## config.mk

```make
export PLATFORM = sky130hd
export DESIGN_NAME = pipeline_controller
export DESIGN_NICKNAME = d
export VERILOG_FILES = /design/src/rtl/pipeline_controller.sv
export SDC_FILE = /design/constraint.sdc
export NUM_CORES = 1
export LEC_CHECK = 0
export ABC_AREA = 1
export BUFFER_PORTS_ARGS = -buffer_cell sky130_fd_sc_hd__buf_2
export CAP_MARGIN = 20
export CORE_MARGIN = 2
export CORE_UTILIZATION = 45
export CTS_CLUSTER_DIAMETER = 40
export DETAILED_ROUTE_END_ITERATION = 7
export PLACE_DENSITY = 0.78
export SYNTH_ARGS = -nofsm -noshare
export SYNTH_HDL_FRONTEND = slang
export SYNTH_SLANG_ARGS = --single-unit
```

## constraint.sdc

```tcl
create_clock -name CLK -period 1.9 [get_ports CLK]
set_input_delay 0.285 -clock CLK [delete_from_list [all_inputs] [get_ports CLK]]
set_output_delay 0.285 -clock CLK [all_outputs]
set_load 0.005 [all_outputs]
```

## src/rtl/pipeline_controller.sv

```systemverilog
// -----------------------------------------------------------------------------
// pipeline_controller
//   Hazard and sequencing unit for the 5-stage pipeline.
//   It generates the enable and flush signals for the fetch, decode, execute
//   and memory latches, and it drives the PC enable. It resolves data-memory
//   stalls, load-use hazards, taken redirects and the HALT drain sequence.
//   It also keeps saturating counters for stall cycles and redirect flushes.
//
// Ports
//   CLK, nRST                    clock, asynchronous active-low reset
//   ihit, dhit                   instruction fetch / data access complete
//   mem_dREN, mem_dWEN           MEM-stage data memory read / write
//   mem_halt, mem_redirect       HALT / taken branch-jump in MEM
//   ex_dREN, ex_Rt               EX-stage load and its destination register
//   id_Rs, id_Rt, id_uses_Rt     decode source registers, Rt-used flag
//   pc_en                        PC update enable
//   fl/dl/el/ml_en               latch enables
//   fl/dl/el/ml_flush            latch flushes (flush beats enable)
//   halt                         sticky halted flag (registered)
//   stall_cycles, flush_events   saturating performance counters
// -----------------------------------------------------------------------------
module pipeline_controller #(
   parameter int CNT_W = 32
) (
   input  logic             CLK,
   input  logic             nRST,
   input  logic             ihit,
   input  logic             dhit,
   input  logic             mem_dREN,
   input  logic             mem_dWEN,
   input  logic             mem_halt,
   input  logic             mem_redirect,
   input  logic             ex_dREN,
   input  logic [4:0]       ex_Rt,
   input  logic [4:0]       id_Rs,
   input  logic [4:0]       id_Rt,
   input  logic             id_uses_Rt,
   output logic             pc_en,
   output logic             fl_en,
   output logic             dl_en,
   output logic             el_en,
   output logic             ml_en,
   output logic             fl_flush,
   output logic             dl_flush,
   output logic             el_flush,
   output logic             ml_flush,
   output logic             halt,
   output logic [CNT_W-1:0] stall_cycles,
   output logic [CNT_W-1:0] flush_events
);

   localparam logic [1:0] RUN    = 2'd0;
   localparam logic [1:0] DRAIN  = 2'd1;
   localparam logic [1:0] HALTED = 2'd2;

   logic [1:0] state, state_n;
   logic       dstall, lu;
   logic       halt_entry;
   logic       stall_inc, flush_inc;

   // Outputs before reset gating.
   logic pc_c, fl_en_c, dl_en_c, el_en_c, ml_en_c;
   logic fl_fl_c, dl_fl_c, el_fl_c, ml_fl_c;

   assign dstall = (mem_dREN | mem_dWEN) & ~dhit;
   assign lu     = ex_dREN & (ex_Rt != 5'd0) &
                   ((ex_Rt == id_Rs) | (id_uses_Rt & (ex_Rt == id_Rt)));

   always_comb begin
      state_n    = state;
      pc_c       = 1'b0;
      fl_en_c    = 1'b0;
      dl_en_c    = 1'b0;
      el_en_c    = 1'b0;
      ml_en_c    = 1'b0;
      fl_fl_c    = 1'b0;
      dl_fl_c    = 1'b0;
      el_fl_c    = 1'b0;
      ml_fl_c    = 1'b0;
      halt_entry = 1'b0;
      flush_inc  = 1'b0;
      case (state)
         RUN: begin
            if (dstall) begin
               // Freeze everything and send a bubble into WB.
               ml_fl_c = 1'b1;
            end else if (mem_halt) begin
               // HALT wins over a same-cycle redirect. The redirect is not counted.
               halt_entry = 1'b1;
               ml_en_c    = 1'b1;
               fl_fl_c    = 1'b1;
               dl_fl_c    = 1'b1;
               el_fl_c    = 1'b1;
               state_n    = DRAIN;
            end else if (mem_redirect) begin
               // The flushes repeat every cycle until the redirected fetch lands.
               fl_fl_c   = 1'b1;
               dl_fl_c   = 1'b1;
               el_fl_c   = 1'b1;
               ml_en_c   = 1'b1;
               pc_c      = ihit;
               flush_inc = ihit;
            end else if (lu) begin
               // Hold the fetch latch instead of flushing it, so the fetched
               // word survives even if ihit is low.
               dl_fl_c = 1'b1;
               el_en_c = 1'b1;
               ml_en_c = 1'b1;
            end else if (!ihit) begin
               fl_fl_c = 1'b1;
               dl_en_c = 1'b1;
               el_en_c = 1'b1;
               ml_en_c = 1'b1;
            end else begin
               pc_c    = 1'b1;
               fl_en_c = 1'b1;
               dl_en_c = 1'b1;
               el_en_c = 1'b1;
               ml_en_c = 1'b1;
            end
         end
         DRAIN: begin
            ml_fl_c = 1'b1;
            state_n = HALTED;
         end
         HALTED: begin
            state_n = HALTED;
         end
         default: begin
            state_n = RUN;
         end
      endcase
   end

   assign stall_inc = (state == RUN) & ~pc_c & ~halt_entry;

   // Hold every control output low while reset is asserted.
   assign pc_en    = nRST & pc_c;
   assign fl_en    = nRST & fl_en_c;
   assign dl_en    = nRST & dl_en_c;
   assign el_en    = nRST & el_en_c;
   assign ml_en    = nRST & ml_en_c;
   assign fl_flush = nRST & fl_fl_c;
   assign dl_flush = nRST & dl_fl_c;
   assign el_flush = nRST & el_fl_c;
   assign ml_flush = nRST & ml_fl_c;

   always_ff @(posedge CLK or negedge nRST) begin
      if (!nRST) begin
         state        <= RUN;
         halt         <= 1'b0;
         stall_cycles <= '0;
         flush_events <= '0;
      end else begin
         state <= state_n;
         halt  <= (state_n == HALTED);
         if (stall_inc && (stall_cycles != '1))
            stall_cycles <= stall_cycles + 1'b1;
         if (flush_inc && (flush_events != '1))
            flush_events <= flush_events + 1'b1;
      end
   end

endmodule

```

### Yosys cells after proc, flatten, opt, wreduce, memory -nomap -nowiden

Cells that the tools add are included.

* add/sub/neg operators: 2
* eq/ne operators: 7
* multiplexer cells: 48
* bitwise operators: 20
* reduce and logical (&&, ||, !) cells: 5

Operator list (count)
* 32-bit by 1-bit adder with 32-bit output, second input constant: 2
* 32-bit != test, second input constant: 2
* 1-bit two-way mux: 44
* 1-bit AND: 15
* 5-bit equality test: 2
* 5-bit nonzero test: 1
* 2-bit equality test, second input constant: 2
* 2-bit two-way mux: 2
* 2-bit case mux with 2 select lines: 1
* 1-bit inverter: 3
* 2-bit by 1-bit equality test with 1-bit output, second input constant: 1
* 1-bit logical AND: 2
* 2-bit logical NOT: 1
* 1-bit bitwise OR: 2
* 1-bit case mux with 2 select lines: 1
* 2-bit OR reduction: 1

* bits in registers: 67
* bits of input ports: 25
* output and inout bits: 74
* word-level logic and storage cells: 86

### Depth between registers and ports, before layout

Gate-level depths: netlist of run 1.

* depth after elaboration: 13
* mapped depth: 14
* gate-level depth less buffers: 13

### Least setup slack after synthesis of run 1

Ideal clock, no wire load.

* path type: reg2reg
* start: register flush_events[0]
* end: register flush_events[10]
* library setup time: 117 ps
* arrival time: 1704 ps
* required time: 1783 ps
* path slack: 79 ps
* cell stages (with the launch flop): 12
* buffers on the path: 1
* period minus slack after synthesis: 1821 ps
* cell sequence: dfrtp_1 -> ha_1 -> nand3_2 -> nor3_2 -> nand3_2 -> nor2_2 -> nand2_1 -> nand2_2 -> inv_2 -> clkbuf_1 -> nand2_1 -> nand2_1

* cells in the longest elaborated chain, start to end: 2
* elaborated cells between the ends (all ways): 3
* those cells by class: add/sub: 1; eq/ne: 1; reduce/logical: 1

Ends and longest elaborated chain
* from (decl): line 49 `output logic [CNT_W-1:0] flush_events`
* from (signal assigned): line 160 `flush_events <= flush_events + 1'b1;`
* parallel branches: the longest is 2 deep, another holds 32-bit by 1-bit adder with 32-bit output

Parallel ways; which one is timed is not known.
A chain may end at the register's enable or synchronous reset.

### Worst setup path in the final report of run 1

* start: register state[0]
* end: output pc_en

* cells in the longest elaborated chain, start to end: 3

Ends and longest elaborated chain
* from (decl): line 56 `logic [1:0] state, state_n;`
* from (signal assigned): line 155 `state <= state_n;`
* 2-bit logical NOT: line 82 `case (state)`
* 1-bit two-way mux: line 82
* 1-bit AND: line 138 `assign pc_en = nRST & pc_c;`
* to (decl): line 38 `output logic pc_en,`

No other way between the ends.

==> results.md, run 1 <==
- Number of max-cap violations: 0
- CP Cell Sequence: inv_2, ha_4, inv_4, nor3_4, inv_2, a211oi_2, buf_2
- Die W: 103 um
- Htree depth: 3
- GP Congestion: 0.985
- Final ANT Viol Nets: 0
- Worst-path clk slew: 0.07 ns
- Crit path largest cell delay: 0.40 ns
- Highest-delay cell along the critical path: dfrtp_1
- Final wirelength: 14,500 um
- # nets final: 835
- Commonest non-fill, non-tap cell in the layout: nand2_1
- Post-Synth Adder-Cell Area: 1.13%
- Clock latency on the worst-skew pair: 0.34 ns
- Residual DRC count: 0
- Clk_skew: 0.0131 ns
- Num CTS Buffers: 9
- Power density cells: 443 mW/mm^2
- Failing checks: setup timing
- Share of the synthesized area in the top cell type: 37.9%
- Boundary Pins: 99
- CTS tree: done
- Most frequent cells in the layout: nand2_1, buf_2, dfrtp_1
- Yosys warns: 0
- CP Class: reg2out
- FMAX: 518 MHz
- Mapped Nets: 659
- Cells after synthesis: 630
- Largest family of logic cells by synthesized area: simple AND/OR/NAND/NOR gates
- Compound-Gate Fraction of Synth Area: 2.18%
- Xor-xnor portion of the synthesized cell area: 11.9%
- Starting density of the core: 45.8%
- Post-route setup TNS: -0.0498 ns
- HP Class: in2async
- Placed Cells incl. Taps: 900
- Cell variety after synth: 27
- Synthesis-to-finish area growth: 39.9%
- TritonRoute pass-1 iters: 5
- Synth Register Bits: 67
- Sequential-to-total area share from yosys stat: 37.9%
- Synth area leaders: dfrtp_1, nand2_1, xor2_1
- Worst Tran Pin Value: 0.840 ns
- Simple-Gate Fraction of Synth Area: 39.8%
- WP data required: 1.62 ns
- Starting DRT DRC Count: 199
- Hold buffers post-CTS: 0
- VDD IR-drop max: 0.345 mV
- Final core occ: 64.1%
- Hold Fails Final Rpt: 0
- Gr usage total: 26.2%
- Hold_ws: 0.165 ns
- Clock root buffer: clkbuf_8
- Mux share of post-synthesis cell area: 0%
- Endpoint class of the critical path: primary output
- Avg Vias per Cell: 5.28
- Gr ovfl total: 0
- Unrepaired setup endpoints after global routing: yes
- Setup WS pre-CTS: -0.0800 ns
- Tcrit/Tclk final: 102%
- Area leader, netlist: dfrtp_1
- # setup viols final: 3
- Peak fanout along the critical path: 6
- Core area: 0.00964 sq mm
- IO Port Bufs: 98
- Via count: 4,978
- Mapped Avg Cell Area: 7.01 sq um
- N_diodes: 0
- Leak: 3.20 nW
- Synth Cell Area: 0.00442 sq mm
- CP most frequent cell: inv_2
- Height of the die: 103 um
- First-pass GRT wire length: 21,800 um
- Max clock buf depth: 2
- Crit path DAT: 1.65 ns
- Pin count of the biggest net entering global routing: 68
- Post-layout worst setup margin: -0.0316 ns
- Finished Layout Cells: 943
- Die area: 0.0106 sq mm
- Initial antenna violation count: 0
- Vias in the first global route: 4,639
- Minimum clock period: 1.93 ns
- Row count: 36
- Slew Viols, Final: 0
- Crit path launch type: register
- DR WL/cell: 15.4 um
- Proportion of layout cells with a drive suffix above 1: 31.4%
- Status: finished, violations left
- Clock sinks: 67
- Slew headroom: 44.0%
- Detailed Place HPWL: 10,100 um
## metal layers
metal	global-route usage [%]	wire length [um]
met5	0	0
met1	31.8	5840
met4	9.51	497
met3	4.27	930
met2	46.7	7280
## stage by stage
step	cell area, sq um	total power [mW]
after floorplan	4420	1.49
after global placement	5410	1.55
after detailed placement	5410	1.56
after CTS	5770	2.77
after global routing	6180	2.86
final	6180	2.74
## power by group
part	switching, mW	total [mW]	internal [mW]	leakage [nW]
Combinational	0.0757	0.111	0.0355	2.24
Clock	0.534	1.21	0.671	0.0995
Sequential	0	1.43	1.43	0.858
## synthesized netlist by cell type (all sizes together)
| cell | number |
|---|---|
| buf | 11 |
| nand2 | 231 |
| nor3b | 2 |
| dfrtp | 67 |
| nor2 | 60 |
| a31o | 1 |
| a21oi | 3 |
| o21ai | 13 |
| nand4 | 11 |
| inv | 61 |
| a211oi | 1 |
| nand3 | 59 |
| xnor2 | 20 |
| nor3 | 39 |
| ha | 4 |
| xor2 | 40 |
| nor4 | 5 |
| clkbuf | 2 |
## layout make-up
| cell class | instances | area (sq um) |
|---|---|---|
| Clock buffer | 13 | 159 |
| Inverter | 61 | 239 |
| Multi-Input combinational cell | 493 | 2750 |
| Fill cell | 869 | 3460 |
| Tap cell | 133 | 166 |
| Sequential cell | 67 | 1680 |
| Clock inverter | 2 | 35.0 |
| Timing Repair Buffer | 174 | 1160 |
## cells by family after synthesis
logic type	after synthesis
AOI/OAI and AO/OA	18
xor gates and xnor gates	60
adders and majority gates	4
buffers and inverters	74
DFF	67
and+or+nand+nor	407
## worst max-delay path, delay by kind of cell, from the launching register on
family | cells | cell delay (ns)
AOI/OAI and AO/OA | 1 | 0.18
buffers and inverters | 4 | 0.39
DFF | 1 | 0.40
adders and majority gates | 1 | 0.14
and+or+nand+nor | 1 | 0.20
## state kept, by name (all words and copies together), names as in the netlist
register / cells
flush_events: 32
stall_cycles: 32
state: 2
halt: 1
## worst paths after layout
kind,from,to,slack (ns),cells after the start
worst min register to register,flush_events[13],flush_events[13],0.54,1
worst max register to register,stall_cycles[1],stall_cycles[1],-0.01,11
max in group asynchronous,nRST,stall_cycles[29],1.18,2
worst max-delay path,state[0],pc_en,-0.03,7
min in group CLK,mem_halt,state[0],0.34,3
worst min-delay path,nRST,stall_cycles[28],0.17,2
## timing repair
item | CTS | global route
buffers inserted | 10 | 14
resized for setup | 22 | 50
gates cloned | 0 | 6
pin swaps | 5 | 12
endpoints found under the setup margin | 51 | 68
Note: power is estimated with default switching activity, not from simulation.
==> run 2: changes to the inputs <==
--- a/config.mk
+++ b/config.mk
@@ -10,8 +10,8 @@
 export CAP_MARGIN = 20
 export CORE_MARGIN = 2
-export CORE_UTILIZATION = 45
+export CORE_UTILIZATION = 50
 export CTS_CLUSTER_DIAMETER = 40
 export DETAILED_ROUTE_END_ITERATION = 7
-export PLACE_DENSITY = 0.78
+export PLACE_DENSITY = 0.85
 export SYNTH_ARGS = -nofsm -noshare
 export SYNTH_HDL_FRONTEND = slang
==> constraint.sdc (replaced) <==
create_clock -name CLK -period 1.9 [get_ports CLK]
set_input_delay 0 -clock CLK [delete_from_list [all_inputs] [get_ports CLK]]
set_output_delay 0 -clock CLK [all_outputs]
set_load 0.005 [all_outputs]
==> results.md, run 2 (synthesis results as in run 1) <==
- Status: finished, violations left
- Failing checks: setup timing
- Final core occ: 70.4%
- Row count: 34
- Gr ovfl total: 0
- TritonRoute pass-1 iters: 5
- Power density cells: 453 mW/mm^2
- Height of the die: 98.0 um
- First-pass GRT wire length: 20,700 um
- Commonest non-fill, non-tap cell in the layout: nand2_1
- IO Port Bufs: 98
- Crit path launch: stall_cycles[7]
- Top Registers: flush_events: 32 flops, stall_cycles: 32 flops, state: 2 flops
- VDD IR-drop max: 0.507 mV
- Pwr Total: 2.75 mW
- Starting density of the core: 51.2%
- CTS tree: done
- N_diodes: 0
- Detailed Place HPWL: 9620 um
- FF-to-FF End: stall_cycles[1]
- Clock latency on the worst-skew pair: 0.36 ns
- Starting DRT DRC Count: 289
- Clk_skew: 0.0166 ns
- Pin count of the biggest net entering global routing: 68
- Number of max-cap violations: 0
- Worst-path clk slew: 0.08 ns
- Max clock buf depth: 2
- Unrepaired setup endpoints after global routing: yes
- Crit path launch type: register
- Crit path largest cell delay: 0.43 ns
- Hold Path Sink: state[0]
- Initial antenna violation count: 0
- Leak: 3.15 nW
- WP data required: 2.16 ns
- Placed inst area: 0.00526 sq mm
- Core area: 0.00864 sq mm
- CP Cell Sequence: nand2_2, nor3_4, inv_2, nor2_4, nand4_1, nor2_4, nand3_4, clkbuf_16, nand3_1, nand2_1
- Clock root buffer: clkbuf_8
- Highest-delay cell along the critical path: dfrtp_1
- Critical R2R Launch: stall_cycles[7]
- Final ANT Viol Nets: 0
- Cell count of the worst hold path: 3
- Hold Path Origin: dhit
- Post-layout worst setup margin: -0.0713 ns
- # nets final: 816
- HP Class: in2reg
- Minimum clock period: 1.97 ns
- Htree depth: 3
- Endpoint class of the critical path: register
- Slew Viols, Final: 0
- Vias in the first global route: 4,423
- GP Congestion: 0.977
- Die W: 98.0 um
- Avg Vias per Cell: 5.36
- DR WL/cell: 15.9 um
- Post-Layout Inst Area: 0.00608 sq mm
- Reg2reg path depth: 10
- Gr usage total: 26.3%
- Synthesis-to-finish area growth: 37.6%
- R2R setup slack: -0.07 ns
- CP most frequent cell: nor2_4
- Die area: 0.00961 sq mm
- FMAX: 507 MHz
- Num CTS Buffers: 9
- Most frequent cells in the layout: nand2_1, buf_2, dfrtp_1
- # setup viols final: 32
- Peak fanout along the critical path: 5
- Tcrit/Tclk final: 104%
- Proportion of layout cells with a drive suffix above 1: 30.2%
- Clock sinks: 67
- Hold Fails Final Rpt: 0
- Crit path DAT: 2.23 ns
- Residual DRC count: 0
- Worst Tran Pin Value: 0.846 ns
- Via count: 4,823
- Final wirelength: 14,300 um
- Boundary Pins: 99
- CP Class: reg2reg
- Slew headroom: 43.6%
run 2: per-stage QoR:
| step | setup WS, ns | TNS (ns) | hold WS [ns] | std cells |
|---|---|---|---|---|
| after floorplan | 0.0788 | 0 | -0.296 | 630 |
| after global placement | 0.0746 | 0 | 0.261 | 861 |
| after detailed placement | 0.00121 | 0 | 0.261 | 861 |
| after CTS | 0.000136 | 0 | 0.0296 | 879 |
| after global routing | -0.147 | -4.86 | 0.0850 | 900 |
| final | -0.0713 | -1.44 | 0.0540 | 900 |
run 2: area by class of cell:
type / count / area [sq um]
timing repair buffer: 156 / 1080
multi-input combinational: 492 / 2760
inverter: 61 / 236
sequential: 67 / 1680
clock buffer: 10 / 128
fill: 711 / 2550
clock inverter: 6 / 66.3
tap: 108 / 135
run 2: repair_timing:
action	in CTS	in global routing
setup buffers	0	12
hold buffers	2	0
endpoints found under the hold margin	68	0
gates cloned	0	9
gates resized for setup	2	73
setup endpoints to repair	4	64
pin swaps	0	22
run 2: routing by layer:
metal	vias to the layer above	global-route usage, %	part of all wire, %
li1	2318	-	-
met1	2218	32.5	38
met2	239	45.0	49
met3	48	4.29	8.1
met4	0	12.4	4.1
met5	-	0	0
run 2: worst max path at each step:
stage                                   to  slack, ns  depth (start not counted)
after floorplan           flush_events[10]       0.08                         11
after global placement     flush_events[3]       0.07                         10
final                      stall_cycles[1]      -0.07                         10
after global routing      stall_cycles[31]      -0.15                         11
after CTS                 stall_cycles[21]     0.0001                         11
after detailed placement  flush_events[18]      0.001                         10
run 2: power breakdown:
group	switching (mW)	total [mW]	internal, mW
clock network	0.610	1.22	0.606
registers	0	1.42	1.42
logic	0.0751	0.113	0.0381
run 2: worst max-delay path: cells and delay by family (launching register included):
family	cells	cell delay (ns)
simple gates	8	1.13
flops	1	0.43
buf+inv	2	0.30
